$ cat src/rtl/core_isa_pkg.sv
// rtl/core_isa_pkg.sv - opcode constants, opcode classes and fetch state encoding
package core_isa_pkg;

  localparam int OPCODE_W = 8;

  localparam logic [OPCODE_W-1:0] OP_EN0   = 8'd3;
  localparam logic [OPCODE_W-1:0] OP_EN1   = 8'd4;
  localparam logic [OPCODE_W-1:0] OP_EN2   = 8'd5;
  localparam logic [OPCODE_W-1:0] OP_EN3   = 8'd6;
  localparam logic [OPCODE_W-1:0] OP_ENALL = 8'd7;
  localparam logic [OPCODE_W-1:0] OP_END   = 8'd38;
  localparam logic [OPCODE_W-1:0] OP_JUMNZ = 8'd40;

  typedef enum logic [2:0] {
    CLS_EN_SELF,
    CLS_EN_OTHER,
    CLS_END,
    CLS_JUMP,
    CLS_DATAPATH
  } opclass_e;

  typedef logic [2:0] fetch_state_t;

  localparam fetch_state_t S_IDLE   = 3'd0;
  localparam fetch_state_t S_FETCH  = 3'd1;
  localparam fetch_state_t S_DECODE = 3'd2;
  localparam fetch_state_t S_ISSUE  = 3'd3;
  localparam fetch_state_t S_OPND   = 3'd4;
  localparam fetch_state_t S_HALT   = 3'd5;

endpackage

$ cat src/rtl/core_opcode_classify.sv
// rtl/core_opcode_classify.sv - maps a fetched opcode to its control class for one core
module core_opcode_classify
  import core_isa_pkg::*;
#(
  parameter int CORE_ID = 0
) (
  input  logic [OPCODE_W-1:0] instr,
  output opclass_e            op_class
);

  localparam logic [OPCODE_W-1:0] OP_EN_SELF = 8'(OP_EN0 + CORE_ID);

  always_comb begin
    op_class = CLS_DATAPATH;
    if (instr == OP_EN_SELF || instr == OP_ENALL) begin
      op_class = CLS_EN_SELF;
    end else if (instr >= OP_EN0 && instr <= OP_EN3) begin
      op_class = CLS_EN_OTHER;
    end else if (instr == OP_END) begin
      op_class = CLS_END;
    end else if (instr == OP_JUMNZ) begin
      op_class = CLS_JUMP;
    end
  end

endmodule

$ cat src/rtl/core_fetch_sequencer.sv
// rtl/core_fetch_sequencer.sv - per-core pc/fetch FSM issuing datapath opcodes
// Optional retire counter output enabled by FETCH_RETIRE_COUNT_EN.
module core_fetch_sequencer
  import core_isa_pkg::*;
#(
  parameter int CORE_ID = 0,
  parameter int PC_W    = 8
) (
  input  logic                clock,
  input  logic                reset,
  input  logic                start,
  output logic [PC_W-1:0]     addr,
  input  logic [OPCODE_W-1:0] instruction,
  input  logic                z_flag,
  output logic                issue_valid,
  input  logic                issue_ready,
  output logic [OPCODE_W-1:0] issue_opcode,
  output logic                active,
`ifdef FETCH_RETIRE_COUNT_EN
  output logic [15:0]         retired_count,
`endif
  output logic                halted
);

  fetch_state_t    state;
  logic [PC_W-1:0] pc;
  logic [PC_W-1:0] pc_next;
  logic            jump_pending;
  opclass_e        op_class;

  core_opcode_classify #(.CORE_ID(CORE_ID)) u_classify (
    .instr    (instruction),
    .op_class (op_class)
  );

  assign addr    = pc;
  assign pc_next = pc + PC_W'(1);

  always_ff @(posedge clock or posedge reset) begin
    if (reset) begin
      state        <= S_IDLE;
      pc           <= '0;
      active       <= 1'b1;
      halted       <= 1'b0;
      issue_valid  <= 1'b0;
      issue_opcode <= '0;
      jump_pending <= 1'b0;
    end else begin
      case (state)
        S_IDLE, S_HALT: begin
          if (start) begin
            pc           <= '0;
            halted       <= 1'b0;
            active       <= 1'b1;
            jump_pending <= 1'b0;
            state        <= S_FETCH;
          end
        end
        S_FETCH: begin
          state <= jump_pending ? S_OPND : S_DECODE;
        end
        S_DECODE: begin
          case (op_class)
            CLS_EN_SELF: begin
              active <= 1'b1;
              pc     <= pc_next;
              state  <= S_FETCH;
            end
            CLS_EN_OTHER: begin
              active <= 1'b0;
              pc     <= pc_next;
              state  <= S_FETCH;
            end
            CLS_END: begin
              if (active && z_flag) begin
                halted <= 1'b1;
                state  <= S_HALT;
              end else begin
                pc    <= pc_next;
                state <= S_FETCH;
              end
            end
            CLS_JUMP: begin
              // Jumps resolve even when the core is disabled so all cores stay in lockstep.
              jump_pending <= 1'b1;
              pc           <= pc_next;
              state        <= S_FETCH;
            end
            default: begin
              if (active) begin
                issue_opcode <= instruction;
                issue_valid  <= 1'b1;
                state        <= S_ISSUE;
              end else begin
                pc    <= pc_next;
                state <= S_FETCH;
              end
            end
          endcase
        end
        S_OPND: begin
          jump_pending <= 1'b0;
          pc           <= z_flag ? pc_next : PC_W'(instruction);
          state        <= S_FETCH;
        end
        S_ISSUE: begin
          if (issue_ready) begin
            issue_valid <= 1'b0;
            pc          <= pc_next;
            state       <= S_FETCH;
          end
        end
        default: state <= S_IDLE;
      endcase
    end
  end

`ifdef FETCH_RETIRE_COUNT_EN
  always_ff @(posedge clock or posedge reset) begin
    if (reset) begin
      retired_count <= '0;
    end else if (start && (state == S_IDLE || state == S_HALT)) begin
      retired_count <= '0;
    end else if (issue_valid && issue_ready && retired_count != 16'hFFFF) begin
      retired_count <= retired_count + 16'd1;
    end
  end
`endif

endmodule

$ cat config.mk
export PLATFORM = sky130hd
export DESIGN_NAME = core_fetch_sequencer
export DESIGN_NICKNAME = d
export VERILOG_FILES = /design/src/rtl/core_isa_pkg.sv /design/src/rtl/core_opcode_classify.sv /design/src/rtl/core_fetch_sequencer.sv
export SDC_FILE = /design/constraint.sdc
export NUM_CORES = 1
export LEC_CHECK = 0
export ABC_AREA = 1
export ABC_CLOCK_PERIOD_IN_PS = 4000
export BUFFER_PORTS_ARGS = -buffer_cell sky130_fd_sc_hd__clkbuf_2
export CAP_MARGIN = 30
export CORE_ASPECT_RATIO = 1.1
export CORE_MARGIN = 8
export CORE_UTILIZATION = 50
export DETAILED_ROUTE_END_ITERATION = 6
export PLACE_DENSITY = 0.74
export SLEW_MARGIN = 10
export SYNTH_ARGS = -nofsm -noshare
export SYNTH_HDL_FRONTEND = slang
export SYNTH_SLANG_ARGS = --single-unit
$ cat constraint.sdc
create_clock -name clock -period 4 [get_ports clock]
set_input_delay 0.4 -clock clock [delete_from_list [all_inputs] [get_ports clock]]
set_output_delay 0.4 -clock clock [all_outputs]
set_load 0.1 [all_outputs]
==> results_tabular.tex, run 1 <==
\begin{tabular}{lr}
\hline
Metric & Value \\
\hline
\multicolumn{2}{l}{\textbf{Outcome}} \\
Run status & finished clean \\
\multicolumn{2}{l}{\textbf{Die}} \\
Starting utilization of the core area & 0.5264 \\
Row count & 20 \\
Die extent in y & 72.46 um \\
Chip width & 67.33 um \\
Top-level I/O count & 32 \\
Placeable Area & 2753 sq um \\
Die ar. & 4878 sq um \\
\multicolumn{2}{l}{\textbf{Power and ir drop}} \\
Internal Dissipation & 541.4 uW \\
Sequential share of power & 0.266 \\
LEAKAGE & 0.0009344 uW \\
Switching power as a share of total power & 0.6296 \\
Max IR drop VDD & 0.0008111 V \\
Logic pwr share & 0.659 \\
Net switching power & 920.3 uW \\
PD cells & 868.6 nW/um\^{}2 \\
Clock share of power & 0.075 \\
\multicolumn{2}{l}{\textbf{Worst setup path}} \\
Logic depth of the worst register-to-register path & 9 \\
Worst r2r dst & addr[4] \\
Max FO, Critical Path & 5 \\
Destination of the critical timing path & active \\
Slowest cell on the critical path & sky130\_fd\_sc\_hd\_\_dfstp\_2 \\
Chain of cells forming the critical path & clkbuf\_2 \\
CP Class & reg2out \\
First element of the critical path & active \\
Crit start category & register \\
FF-to-FF Start & state[1] \\
Crit path buffers/inverters & 1 \\
WP data arrival & 1.36 ns \\
Flop2flop setup slack & 2.26 ns \\
Largest delay share family, worst path & flip-flops \\
Max stage delay on crit path & 0.58 ns \\
Cell depth of the worst setup path & 1 \\
Crit end category & output port \\
Critical path required time & 3.60 ns \\
\multicolumn{2}{l}{\textbf{Cells and area}} \\
Ant. Diodes & 0 \\
Register Area & 576.8 sq um \\
Final std cells w/o fill & 270 \\
Multi-input gate area & 732.0 sq um \\
Number of nets in the layout & 252 \\
Non-Filler Cell Area, Final & 1683 sq um \\
Area growth from synthesis to layout & 16.15\% \\
Share of layout cells above drive strength 1 & 0.2236 \\
Number of fill cells & 261 \\
\multicolumn{2}{l}{\textbf{Timing}} \\
Crit path time final & 1.756 ns \\
Fin. Hold Viols & 0 \\
Worst Skew & 0.004352 ns \\
Setup Viol. Count Final & 0 \\
Number of max-slew violations in the final report & 0 \\
Worst slew pin tran & 0.5489 ns \\
Final period util & 0.4390 \\
Summed negative setup slack over all endpoints & 0 ns \\
RSZ-0062 raised after global routing & no \\
Relative slew slack & 0.6356 \\
Highest clock rate & 569.5 MHz \\
\multicolumn{2}{l}{\textbf{Yosys}} \\
Share of async-settable or async-resettable flops after synthesis & 1.000 \\
Library cell with the largest summed area after synthesis & sky130\_fd\_sc\_hd\_\_dfrtp\_1 \\
Number of nets produced by synthesis & 217 \\
Area share of the largest cell type after synthesis & 0.3800 \\
Combined area of all synthesized cells & 1449 sq um \\
Number of register bits inferred by synthesis & 23 \\
Count of flip-flops with a built-in enable after synthesis & 0 \\
Post-synthesis cell count & 203 \\
Area contributors post-synth & sky130\_fd\_sc\_hd\_\_dfrtp\_1, sky130\_fd\_sc\_hd\_\_nand2\_1, sky130\_fd\_sc\_hd\_\_inv\_1 \\
Count of unique library cells instantiated by Yosys & 30 \\
Yosys Warn Count & 0 \\
Per-instance average area after synthesis & 7.137 sq um \\
Leading register cell type out of synthesis & sky130\_fd\_sc\_hd\_\_dfrtp\_1 \\
Sequential area share after synthesis & 0.3981 \\
\multicolumn{2}{l}{\textbf{Place}} \\
Final GP Congestion & 0.8742 \\
DPL Wire Length & 2844 um \\
Count of input and output buffers & 31 \\
Cell total after placement & 265 \\
Dpl cell area & 1629 sq um \\
\multicolumn{2}{l}{\textbf{Clock network}} \\
Cts bufs inserted & 3 \\
Clock buffer depth & 2 \\
Setup Buffers After CTS & 0 \\
Number of hold buffers added after cts & 0 \\
Master cell of the clock root buffer & sky130\_fd\_sc\_hd\_\_clkbuf\_4 \\
Cells resized by post-CTS repair & 0 \\
Number of levels the H-tree was split into & 1 \\
Total number of clock tree sinks & 23 \\
Clock tree from TritonCTS & built \\
Worst-skew pair later-pin latency & 0.31 ns \\
Clk slew on worst S/H paths & 0.13 ns \\
\multicolumn{2}{l}{\textbf{GRT}} \\
Gr usage total & 0.1581 \\
Via count of the first global-routing pass & 1426 \\
Largest net degree at the start of global routing & 24 \\
Global-route wire length before repair & 6244 um \\
Congestion Overflow GR & 0 \\
Antenna violations before repair & 0 \\
\multicolumn{2}{l}{\textbf{Routing}} \\
Initial DRT Pass Iterations & 4 \\
Residual antenna-violating net count after detailed routing & 0 \\
DRT iter0 DRCs & 69 \\
DR vias & 1383 \\
DRC violations left & 0 \\
Detail-routed via count per cell & 5.122 \\
Average wire per standard cell & 13.44 um \\
Wire length after detailed routing & 3630 um \\
\multicolumn{2}{l}{\textbf{Min path}} \\
Type of the tightest min-delay check & in2async \\
\multicolumn{2}{l}{\textbf{Flow run}} \\
Maximum capacitance violations & 0 \\
\hline
\end{tabular}
## power groups by stage
stage / Sequential (uW) / Combinational, uW / Clock [uW]
final: 389 / 963 / 110
after global placement: 390 / 954 / 0
after detailed placement: 393 / 961 / 0
after CTS: 388 / 963 / 113
after global routing: 400 / 1040 / 124
after floorplan: 834 / 361 / 0
## metal layers
| layer | up-vias | share of wire | global-route usage |
|---|---|---|---|
| met5 | - | 0 | 0 |
| met4 | 0 | 0.019 | 0.06744 |
| met3 | 8 | 0.059 | 0.04314 |
| met2 | 35 | 0.50 | 0.2660 |
| met1 | 625 | 0.43 | 0.1810 |
| li1 | 715 | - | - |
## layout make-up
cell class / instances / share of cell area
Clock buffer: 4 / 0.01561
Inverter: 33 / 0.07361
Multi-Input combinational cell: 145 / 0.4349
Sequential cell: 23 / 0.3428
Tap cell: 33 / 0.02454
Timing Repair Buffer: 32 / 0.1086
## cells by family (layout without fill, tap and decap cells)
kind of cell	Yosys count	in the layout	synth area share
compound gates	26	26	0.1028
xor+xnor	1	1	0.006046
fa+ha+maj	1	1	0.008634
buf+inv	35	69	0.09672
flops	23	23	0.3981
simple gates	117	117	0.3877
## per-stage QoR
stage	utilization	total power (uW)	hold WS, ns	setup WS, ns
2_1_floorplan	-	1196	0.4012	1.978
3_3_place_gp	0.5918	1343	0.4723	2.301
3_5_place_dp	0.5918	1355	0.4765	2.290
4_1_cts	0.6014	1464	0.2701	2.235
5_1_grt	0.6114	1561	0.03156	2.086
6_report	0.6114	1462	0.02763	2.244
## registers in the layout, indices dropped and copies added (netlist names)
| signal | cells |
|---|---|
| active | 1 |
| addr | 8 |
| halted | 1 |
| issue_opcode | 8 |
| issue_valid | 1 |
| jump_pending | 1 |
| state | 3 |
## synthesized netlist by cell type, drive strengths merged, types with 2 or more instances
library cell,number
o211ai,2
inv,33
nor2,23
nand4,2
dfrtp,22
o21ai,14
nand3,26
a21oi,5
nand3b,2
or2,2
nand2,61
## worst min-delay path by stage
stage	startpoint	end	slack (ns)	depth (start not counted)
detailed placement	issue_opcode[7]	issue_opcode[7]	0.48	2
global placement	issue_opcode[1]	issue_opcode[1]	0.47	2
finish	reset	issue_opcode[1]	0.03	2
global route	reset	addr[1]	0.03	2
CTS	reset	issue_opcode[1]	0.27	2
floorplan	reset	addr[0]	0.40	1
## cell usage in the layout (no fill, tap or decap), drive strengths merged, types with 2 or more instances in the layout
master / count
nand3b: 2
inv: 33
nand4: 2
o211ai: 2
or2: 2
a21oi: 5
nand2: 61
clkbuf: 35
dfrtp: 22
nor2: 23
nand3: 26
o21ai: 14
(Power assumes the default switching activity.)
==> run 2, diff against run 1 <==
--- a/config.mk
+++ b/config.mk
@@ -5,15 +5,15 @@
 export SDC_FILE = /design/constraint.sdc
 export NUM_CORES = 1
 export LEC_CHECK = 0
-export ABC_AREA = 1
-export ABC_CLOCK_PERIOD_IN_PS = 4000
+export ABC_AREA = 0
+export ABC_CLOCK_PERIOD_IN_PS = 1850
 export BUFFER_PORTS_ARGS = -buffer_cell sky130_fd_sc_hd__clkbuf_2
 export CAP_MARGIN = 30
 export CORE_ASPECT_RATIO = 1.1
 export CORE_MARGIN = 8
 export CORE_UTILIZATION = 50
 export DETAILED_ROUTE_END_ITERATION = 6
-export PLACE_DENSITY = 0.74
+export PLACE_DENSITY = 0.75
 export SLEW_MARGIN = 10
 export SYNTH_ARGS = -nofsm -noshare
 export SYNTH_HDL_FRONTEND = slang
==> constraint.sdc (replaced) <==
create_clock -name clock -period 1.85 [get_ports clock]
set_input_delay 0.185 -clock clock [delete_from_list [all_inputs] [get_ports clock]]
set_output_delay 0.185 -clock clock [all_outputs]
set_load 0.1 [all_outputs]
==> run 2 against run 1 <==
Compared with the run above: cell area up 9.1%; sequential power up 120%; synthesized cell count down 32%; routed wire length up 2.6%; count of clock-buffer cells in the layout unchanged; clock skew about the same; flip-flop and latch count unchanged; critical path depth up 6; via count down 4.8%; die area down 1.4%; non-clock buffer count up 25; critical endpoint is now active; largest power group unchanged.
==> results_tabular.tex, run 2 <==
\begin{tabular}{lr}
\hline
Metric & Value \\
\hline
\multicolumn{2}{l}{\textbf{Flow run}} \\
Maximum capacitance violations & 0 (unchanged) \\
\multicolumn{2}{l}{\textbf{Yosys}} \\
Area contributors post-synth & sky130\_fd\_sc\_hd\_\_dfrtp\_1, sky130\_fd\_sc\_hd\_\_mux2\_4, sky130\_fd\_sc\_hd\_\_nor2\_1 \\
Per-instance average area after synthesis & 10.23 sq um (+43\%) \\
Mux contribution to synthesized area & 0.07828 (+0.07828) \\
Post-synthesis cell count & 139 (-32\%) \\
Share of async-settable or async-resettable flops after synthesis & 1.000 (unchanged) \\
Library cell with the largest summed area after synthesis & sky130\_fd\_sc\_hd\_\_dfrtp\_1 \\
Leading register cell type out of synthesis & sky130\_fd\_sc\_hd\_\_dfrtp\_1 \\
Number of register bits inferred by synthesis & 23 (unchanged) \\
Combined area of all synthesized cells & 1423 sq um (-1.8\%) \\
Area share of the largest cell type after synthesis & 0.3870 (+0.007018) \\
Number of nets produced by synthesis & 153 (-29\%) \\
Yosys Warn Count & 0 (unchanged) \\
Post-synthesis compound-gate area fraction & 0.2128 (+0.1101) \\
Count of flip-flops with a built-in enable after synthesis & 0 (unchanged) \\
Post-synthesis share of cell area spent on xor and xnor gates & 0.01231 (+0.006268) \\
Share of synthesized cell area in full adder, half adder and majority cells & 0.008795 (+0.0001595) \\
Dominant combinational cell family by area after synthesis & simple AND/OR/NAND/NOR gates \\
Sequential area share after synthesis & 0.4055 (+0.007353) \\
Count of unique library cells instantiated by Yosys & 52 (+73\%) \\
Top post-synthesis cells by count & sky130\_fd\_sc\_hd\_\_dfrtp\_1, sky130\_fd\_sc\_hd\_\_nor2\_1, sky130\_fd\_sc\_hd\_\_o21ai\_0, sky130\_fd\_sc\_hd\_\_nand2\_1 \\
Synth Area in Simple Gates & 0.2243 (-0.1635) \\
Most used standard cell by instance count after synthesis & sky130\_fd\_sc\_hd\_\_dfrtp\_1 \\
\multicolumn{2}{l}{\textbf{Cells and area}} \\
Ant. Diodes & 0 (unchanged) \\
Area growth from synthesis to layout & 29.02\% \\
Post-layout utilization of the core & 0.6729 (+0.06157) \\
Share of layout cells above drive strength 1 & 0.4410 (+0.2174) \\
Most frequent standard cell in the layout excluding fill and tap cells & sky130\_fd\_sc\_hd\_\_clkbuf\_2 \\
Number of nets in the layout & 210 (-17\%) \\
Commonest non-fill, non-tap cells in the layout & sky130\_fd\_sc\_hd\_\_clkbuf\_2, sky130\_fd\_sc\_hd\_\_buf\_4, sky130\_fd\_sc\_hd\_\_dfrtp\_1 \\
\multicolumn{2}{l}{\textbf{Die}} \\
Die extent in y & 71.95 um (-0.71\%) \\
Die ar. & 4810 sq um (-1.4\%) \\
Starting utilization of the core area & 0.5216 (-0.004804) \\
Chip width & 66.86 um (-0.69\%) \\
Placeable Area & 2728 sq um (-0.91\%) \\
Top-level I/O count & 32 (unchanged) \\
Row count & 20 (unchanged) \\
\multicolumn{2}{l}{\textbf{Worst setup path}} \\
Max stage delay on crit path & 0.48 ns (-0.10 ns) \\
Logic depth of the worst register-to-register path & 7 (-2) \\
FF-to-FF Start & state[2] \\
Cell depth of the worst setup path & 7 (+6) \\
Worst path most repeated cell & sky130\_fd\_sc\_hd\_\_buf\_4 \\
First element of the critical path & state[2] \\
Slowest cell on the critical path & sky130\_fd\_sc\_hd\_\_or3\_2 \\
Destination of the critical timing path & active \\
Max FO, Critical Path & 11 (+6) \\
Crit end category & register \\
Flop2flop setup slack & 0.06 ns (-2.20 ns) \\
Chain of cells forming the critical path & buf\_4 > buf\_4 > nand2b\_1 > or3\_2 > nor2\_1 > a22o\_1 > o41ai\_2 \\
CP Class & reg2reg \\
Largest delay share family, worst path & simple AND/OR/NAND/NOR gates \\
Crit path buffers/inverters & 2 (+1) \\
Worst r2r dst & active \\
Critical path required time & 2.11 ns (-1.49 ns) \\
Crit start category & register \\
WP data arrival & 2.05 ns (+0.69 ns) \\
\multicolumn{2}{l}{\textbf{Routing}} \\
Detail-routed via count per cell & 5.776 (+13\%) \\
Wire length after detailed routing & 3725 um (+2.6\%) \\
DRC violations left & 0 (unchanged) \\
Average wire per standard cell & 16.34 um (+22\%) \\
DRT iter0 DRCs & 74 (+7.2\%) \\
Initial DRT Pass Iterations & 4 (unchanged) \\
DR vias & 1317 (-4.8\%) \\
Residual antenna-violating net count after detailed routing & 0 (unchanged) \\
\multicolumn{2}{l}{\textbf{GRT}} \\
Largest net degree at the start of global routing & 24 (unchanged) \\
Congestion Overflow GR & 0 (unchanged) \\
Global-route wire length before repair & 6251 um (+0.11\%) \\
Antenna violations before repair & 0 (unchanged) \\
Via count of the first global-routing pass & 1332 (-6.6\%) \\
Gr usage total & 0.1630 (+0.004931) \\
\multicolumn{2}{l}{\textbf{Power and ir drop}} \\
LEAKAGE & 0.0008641 uW (-7.5\%) \\
PD cells & 1803 nW/um\^{}2 (+110\%) \\
Max IR drop VDD & 0.002122 V (+160\%) \\
\multicolumn{2}{l}{\textbf{Timing}} \\
Worst slew pin tran & 0.5450 ns (-0.003931 ns) \\
Worst Skew & 0.004134 ns (-0.0002181 ns) \\
Setup Viol. Count Final & 0 (unchanged) \\
Smallest setup slack after layout & 0.05801 ns (-2.186 ns) \\
Number of max-slew violations in the final report & 0 (unchanged) \\
Relative slew slack & 0.6382 (+0.002610) \\
Highest clock rate & 558.0 MHz \\
Crit path time final & 1.792 ns \\
Final period util & 0.9686 \\
Fin. Hold Viols & 0 (unchanged) \\
\multicolumn{2}{l}{\textbf{Place}} \\
Placement Setup Slack & -0.08496 ns (-2.375 ns) \\
Count of input and output buffers & 31 (unchanged) \\
DPL Wire Length & 2758 um (-3.0\%) \\
Final GP Congestion & 0.9077 (+3.8\%) \\
\multicolumn{2}{l}{\textbf{Clock network}} \\
Number of levels the H-tree was split into & 1 (unchanged) \\
Cts bufs inserted & 3 (unchanged) \\
Total number of clock tree sinks & 23 (unchanged) \\
Clock tree from TritonCTS & built \\
Master cell of the clock root buffer & sky130\_fd\_sc\_hd\_\_clkbuf\_4 \\
Clk slew on worst S/H paths & 0.13 ns (about the same) \\
Clock buffer depth & 2 (unchanged) \\
Worst-skew pair later-pin latency & 0.32 ns (about the same) \\
\multicolumn{2}{l}{\textbf{Min path}} \\
Type of the tightest min-delay check & in2reg \\
\multicolumn{2}{l}{\textbf{Outcome}} \\
Run status & finished clean \\
\hline
\end{tabular}
run 2: cell types whose count changed in the layout (fill, tap and decap cells not counted), sizes merged, moves of 5 or more:
cell and delta:
a22oi +5, buf +24, inv -27, nor2 -12, nand2 -50, nand3 -22
mux2 +7
run 2: report_power, final:
| part | total, uW | internal [uW] | switching (uW) |
|---|---|---|---|
| combinational | 2230 | 654 | 1570 |
| clock | 244 | 84.4 | 160 |
| sequential | 839 | 674 | 164 |
| total | 3310 | 1410 | 1900 |
run 2: routing by layer:
layer	vias to the layer above	wire, um	GRT usage
met1	651	1700	0.2082
met2	33	1769	0.2500
met5	-	0	0
met3	6	190	0.03852
li1	627	-	-
met4	0	64	0.07907
run 2: worst min path at each step:
stage / startpoint / endpoint / slack, ns / cells past startpoint
2_1_floorplan: reset / addr[0] / 0.19 / 1
3_3_place_gp: reset / issue_opcode[3] / 0.22 / 3
3_5_place_dp: reset / issue_opcode[3] / 0.23 / 3
4_1_cts: issue_ready / state[1] / 0.16 / 3
5_1_grt: issue_ready / state[1] / 0.17 / 3
6_report: issue_ready / state[1] / 0.16 / 3
run 2: cell families (layout without fill, tap and decap cells):
| family | count (synthesis) | after routing |
|---|---|---|
| fa+ha+maj | 1 | 1 |
| xor+xnor | 2 | 2 |
| buf+inv | 12 | 67 |
| flops | 23 | 23 |
| mux | 8 | 8 |
| compound gates | 40 | 41 |
| simple gates | 53 | 53 |
run 2: through the flow:
| step | hold slack, ns | setup TNS, ns | cells | power (uW) | instance area, sq um |
|---|---|---|---|---|---|
| after global placement | 0.2163 | -0.08151 | 220 | 2930 | 1748 |
| after floorplan | 0.1862 | -1.633 | 139 | 2592 | 1426 |
| after detailed placement | 0.2349 | -0.5286 | 220 | 2981 | 1748 |
| after global routing | 0.1708 | -0.04421 | 228 | 3473 | 1836 |
| final | 0.1621 | 0 | 228 | 3309 | 1836 |
| after CTS | 0.1634 | 0 | 228 | 3309 | 1827 |
run 2: tightest hold or removal path, stage by stage:
cell	delay [ns]
sky130_fd_sc_hd__clkbuf_2	0.09
sky130_fd_sc_hd__nand2_1	0.08
sky130_fd_sc_hd__a21bo_1	0.10
run 2: timing repair:
action                                  in CTS  in global routing
resized for setup                            2                  2
hold buffers                                 1                  0
pin swaps                                    2                  0
buffers inserted                             2                  0
gates cloned                                 1                  0
hold endpoints to repair                    22                  0
endpoints found under the setup margin       7                  5
run 2: cell type report:
type	instances	area (sq um)
sequential	23	581.8
fill	218	892.1
tap	33	41.29
multi-input combinational	105	794.5
clock buffer	4	26.28
timing repair buffer	57	369.1
inverter	6	22.52
==> run 3, diff against run 2 <==
--- a/config.mk
+++ b/config.mk
@@ -13,7 +13,7 @@
 export CORE_MARGIN = 8
 export CORE_UTILIZATION = 50
 export DETAILED_ROUTE_END_ITERATION = 6
-export PLACE_DENSITY = 0.75
+export PLACE_DENSITY = 0.86
 export SLEW_MARGIN = 10
 export SYNTH_ARGS = -nofsm -noshare
 export SYNTH_HDL_FRONTEND = slang
==> run 3 against run 2 <==
Compared with the run above: power rose by 0.86%; critical path depth fell by 1; maximum frequency rose by 0.45%; count of clock-buffer cells in the layout fell by 1; cell area did not move; critical endpoint is now addr[1].
==> results_tabular.tex, run 3 (synthesis gave the netlist of run 2 again) <==
\begin{tabular}{lr}
\hline
Metric & Value \\
\hline
\multicolumn{2}{l}{\textbf{Worst setup path}} \\
Critical path required time & 2.11 ns (about the same) \\
Chain of cells forming the critical path & nand4bb\_4 > or4\_4 > o311ai\_4 > buf\_6 > nand2\_2 > o21ai\_2 \\
Max stage delay on crit path & 0.65 ns (+0.17 ns) \\
Max FO, Critical Path & 7 (-4) \\
Crit end category & register \\
CP Class & reg2reg \\
Crit start category & register \\
WP data arrival & 2.04 ns (about the same) \\
Crit path buffers/inverters & 1 (-1) \\
Largest delay share family, worst path & simple AND/OR/NAND/NOR gates \\
Slowest cell on the critical path & sky130\_fd\_sc\_hd\_\_dfstp\_4 \\
\multicolumn{2}{l}{\textbf{Routing}} \\
Detail-routed via count per cell & 5.996 (+3.8\%) \\
DRT iter0 DRCs & 90 (+22\%) \\
DRC violations left & 0 (unchanged) \\
Residual antenna-violating net count after detailed routing & 0 (unchanged) \\
Average wire per standard cell & 17.60 um (+7.7\%) \\
Wire length after detailed routing & 3995 um (+7.2\%) \\
Initial DRT Pass Iterations & 4 (unchanged) \\
DR vias & 1361 (+3.3\%) \\
\multicolumn{2}{l}{\textbf{Die}} \\
Chip width & 66.86 um (unchanged) \\
Starting utilization of the core area & 0.5216 (unchanged) \\
Row count & 20 (unchanged) \\
Placeable Area & 2728 sq um (unchanged) \\
Top-level I/O count & 32 (unchanged) \\
Die ar. & 4810 sq um (unchanged) \\
Die extent in y & 71.95 um (unchanged) \\
\multicolumn{2}{l}{\textbf{Cells and area}} \\
Number of nets in the layout & 209 (-0.48\%) \\
Most frequent standard cell in the layout excluding fill and tap cells & sky130\_fd\_sc\_hd\_\_clkbuf\_2 \\
Commonest non-fill, non-tap cells in the layout & sky130\_fd\_sc\_hd\_\_clkbuf\_2, sky130\_fd\_sc\_hd\_\_buf\_4, sky130\_fd\_sc\_hd\_\_dfrtp\_1 \\
Ant. Diodes & 0 (unchanged) \\
Share of layout cells above drive strength 1 & 0.4433 (+0.002273) \\
Non-Filler Cell Area, Final & 1836 sq um (unchanged) \\
Area growth from synthesis to layout & 29.02\% (unchanged) \\
Post-layout utilization of the core & 0.6729 (unchanged) \\
Final std cells w/o fill & 227 (-0.44\%) \\
Number of fill cells & 216 (-0.92\%) \\
\multicolumn{2}{l}{\textbf{Timing}} \\
Setup Viol. Count Final & 0 (unchanged) \\
Final Hold Slack & 0.1313 ns (-0.03072 ns) \\
Crit path time final & 1.784 ns (-0.008094 ns) \\
Worst slew pin tran & 0.5562 ns (+0.01118 ns) \\
Fin. Hold Viols & 0 (unchanged) \\
Relative slew slack & 0.6308 (-0.007423) \\
Worst Skew & 0.001643 ns (-0.002490 ns) \\
Final period util & 0.9643 (-0.004375) \\
Number of max-slew violations in the final report & 0 (unchanged) \\
Highest clock rate & 560.6 MHz (+0.45\%) \\
\multicolumn{2}{l}{\textbf{Power and ir drop}} \\
LEAKAGE & 0.0008587 uW (-0.62\%) \\
Max IR drop VDD & 0.001523 V (-28\%) \\
Net switching power & 1926 uW (+1.6\%) \\
Sequential share of power & 0.248 (-0.005) \\
PD cells & 1818 nW/um\^{}2 (+0.86\%) \\
Logic pwr share & 0.680 (+0.007) \\
Clock share of power & 0.073 (about the same) \\
Internal Dissipation & 1411 uW (about the same) \\
Switching power as a share of total power & 0.5771 (+0.004039) \\
\multicolumn{2}{l}{\textbf{Place}} \\
Count of input and output buffers & 31 (unchanged) \\
Dpl cell area & 1735 sq um (-0.72\%) \\
Final GP Congestion & 0.9142 (+0.72\%) \\
DPL Wire Length & 2992 um (+8.5\%) \\
Cell total after placement & 220 (unchanged) \\
\multicolumn{2}{l}{\textbf{Flow run}} \\
Maximum capacitance violations & 0 (unchanged) \\
\multicolumn{2}{l}{\textbf{Clock network}} \\
Clock tree from TritonCTS & built \\
Master cell of the clock root buffer & sky130\_fd\_sc\_hd\_\_clkbuf\_4 \\
Cts bufs inserted & 3 (unchanged) \\
Total number of clock tree sinks & 23 (unchanged) \\
Clock buffer depth & 2 (unchanged) \\
Number of levels the H-tree was split into & 1 (unchanged) \\
Clk slew on worst S/H paths & 0.13 ns (about the same) \\
Worst-skew pair later-pin latency & 0.31 ns (about the same) \\
\multicolumn{2}{l}{\textbf{Min path}} \\
Type of the tightest min-delay check & in2reg \\
\multicolumn{2}{l}{\textbf{GRT}} \\
Largest net degree at the start of global routing & 24 (unchanged) \\
Congestion Overflow GR & 0 (unchanged) \\
Antenna violations before repair & 0 (unchanged) \\
Global-route wire length before repair & 6617 um (+5.9\%) \\
Via count of the first global-routing pass & 1393 (+4.6\%) \\
Gr usage total & 0.1701 (+0.007045) \\
\multicolumn{2}{l}{\textbf{Outcome}} \\
Run status & finished clean \\
\hline
\end{tabular}
==> run 3: per-layer routing <==
metal	wire length, um	part of all wire	global-route usage	up-vias
li1	-	-	-	626
met1	1604	0.40	0.2095	654
met2	2084	0.52	0.2755	67
met5	0	0	0	-
met4	91	0.023	0.07907	0
met3	214	0.054	0.03390	14
==> run 3: area by class of cell <==
type / instances / area (sq um) / share of cell area
clock buffer: 3 / 22.52 / 0.01227
clock inverter: 1 / 5.005 / 0.002727
inverter: 6 / 22.52 / 0.01227
multi-input combinational: 105 / 813.3 / 0.4431
sequential: 23 / 581.8 / 0.3170
tap: 33 / 41.29 / 0.02249
timing repair buffer: 56 / 349.1 / 0.1902
==> run 3: timing repair <==
| action | CTS | global route |
|---|---|---|
| hold buffers | 1 | 0 |
| gates resized for setup | 2 | 4 |
| cloned | 1 | 0 |
| setup endpoints to repair | 6 | 12 |
| pin swaps | 1 | 1 |
| endpoints found under the hold margin | 22 | 0 |
| buffers inserted | 0 | 1 |
==> run 3: final timing paths <==
check | cells past startpoint | slack [ns] | startpoint | end
worst max register to register | 6 | 0.07 | active | addr[1]
max in group asynchronous | 4 | 1.14 | reset | active
worst max-delay path | 6 | 0.07 | active | addr[1]
worst min register to register | 2 | 0.50 | halted | halted
worst min-delay path | 2 | 0.13 | instruction[2] | issue_opcode[2]
min in group asynchronous | 4 | 0.43 | reset | issue_opcode[4]
==> run 3: power groups by stage <==
| stage | registers [uW] | clock network [uW] | logic (uW) |
|---|---|---|---|
| 2_1_floorplan | 1800 | 0 | 792 |
| 3_3_place_gp | 819 | 0 | 2090 |
| 3_5_place_dp | 835 | 0 | 2130 |
| 4_1_cts | 823 | 247 | 2190 |
| 5_1_grt | 843 | 262 | 2370 |
| 6_report | 826 | 242 | 2270 |
==> run 3: through the flow <==
stage	setup TNS, ns	power (uW)	worst slack [ns]
2_1_floorplan	-1.633	2592	-0.1684
3_3_place_gp	-0.07845	2909	-0.04157
3_5_place_dp	-0.3547	2966	-0.09423
4_1_cts	0	3264	0.007442
5_1_grt	-0.004277	3479	-0.004277
6_report	0	3337	0.06611
==> run 3: worst register-to-register path, stage by stage (launching register included) <==
cell and delay (ns):
sky130_fd_sc_hd__dfstp_4 0.65, sky130_fd_sc_hd__nand4bb_4 0.13, sky130_fd_sc_hd__or4_4 0.49, sky130_fd_sc_hd__o311ai_4 0.16, sky130_fd_sc_hd__buf_6 0.19, sky130_fd_sc_hd__nand2_2 0.06
sky130_fd_sc_hd__o21ai_2 0.06
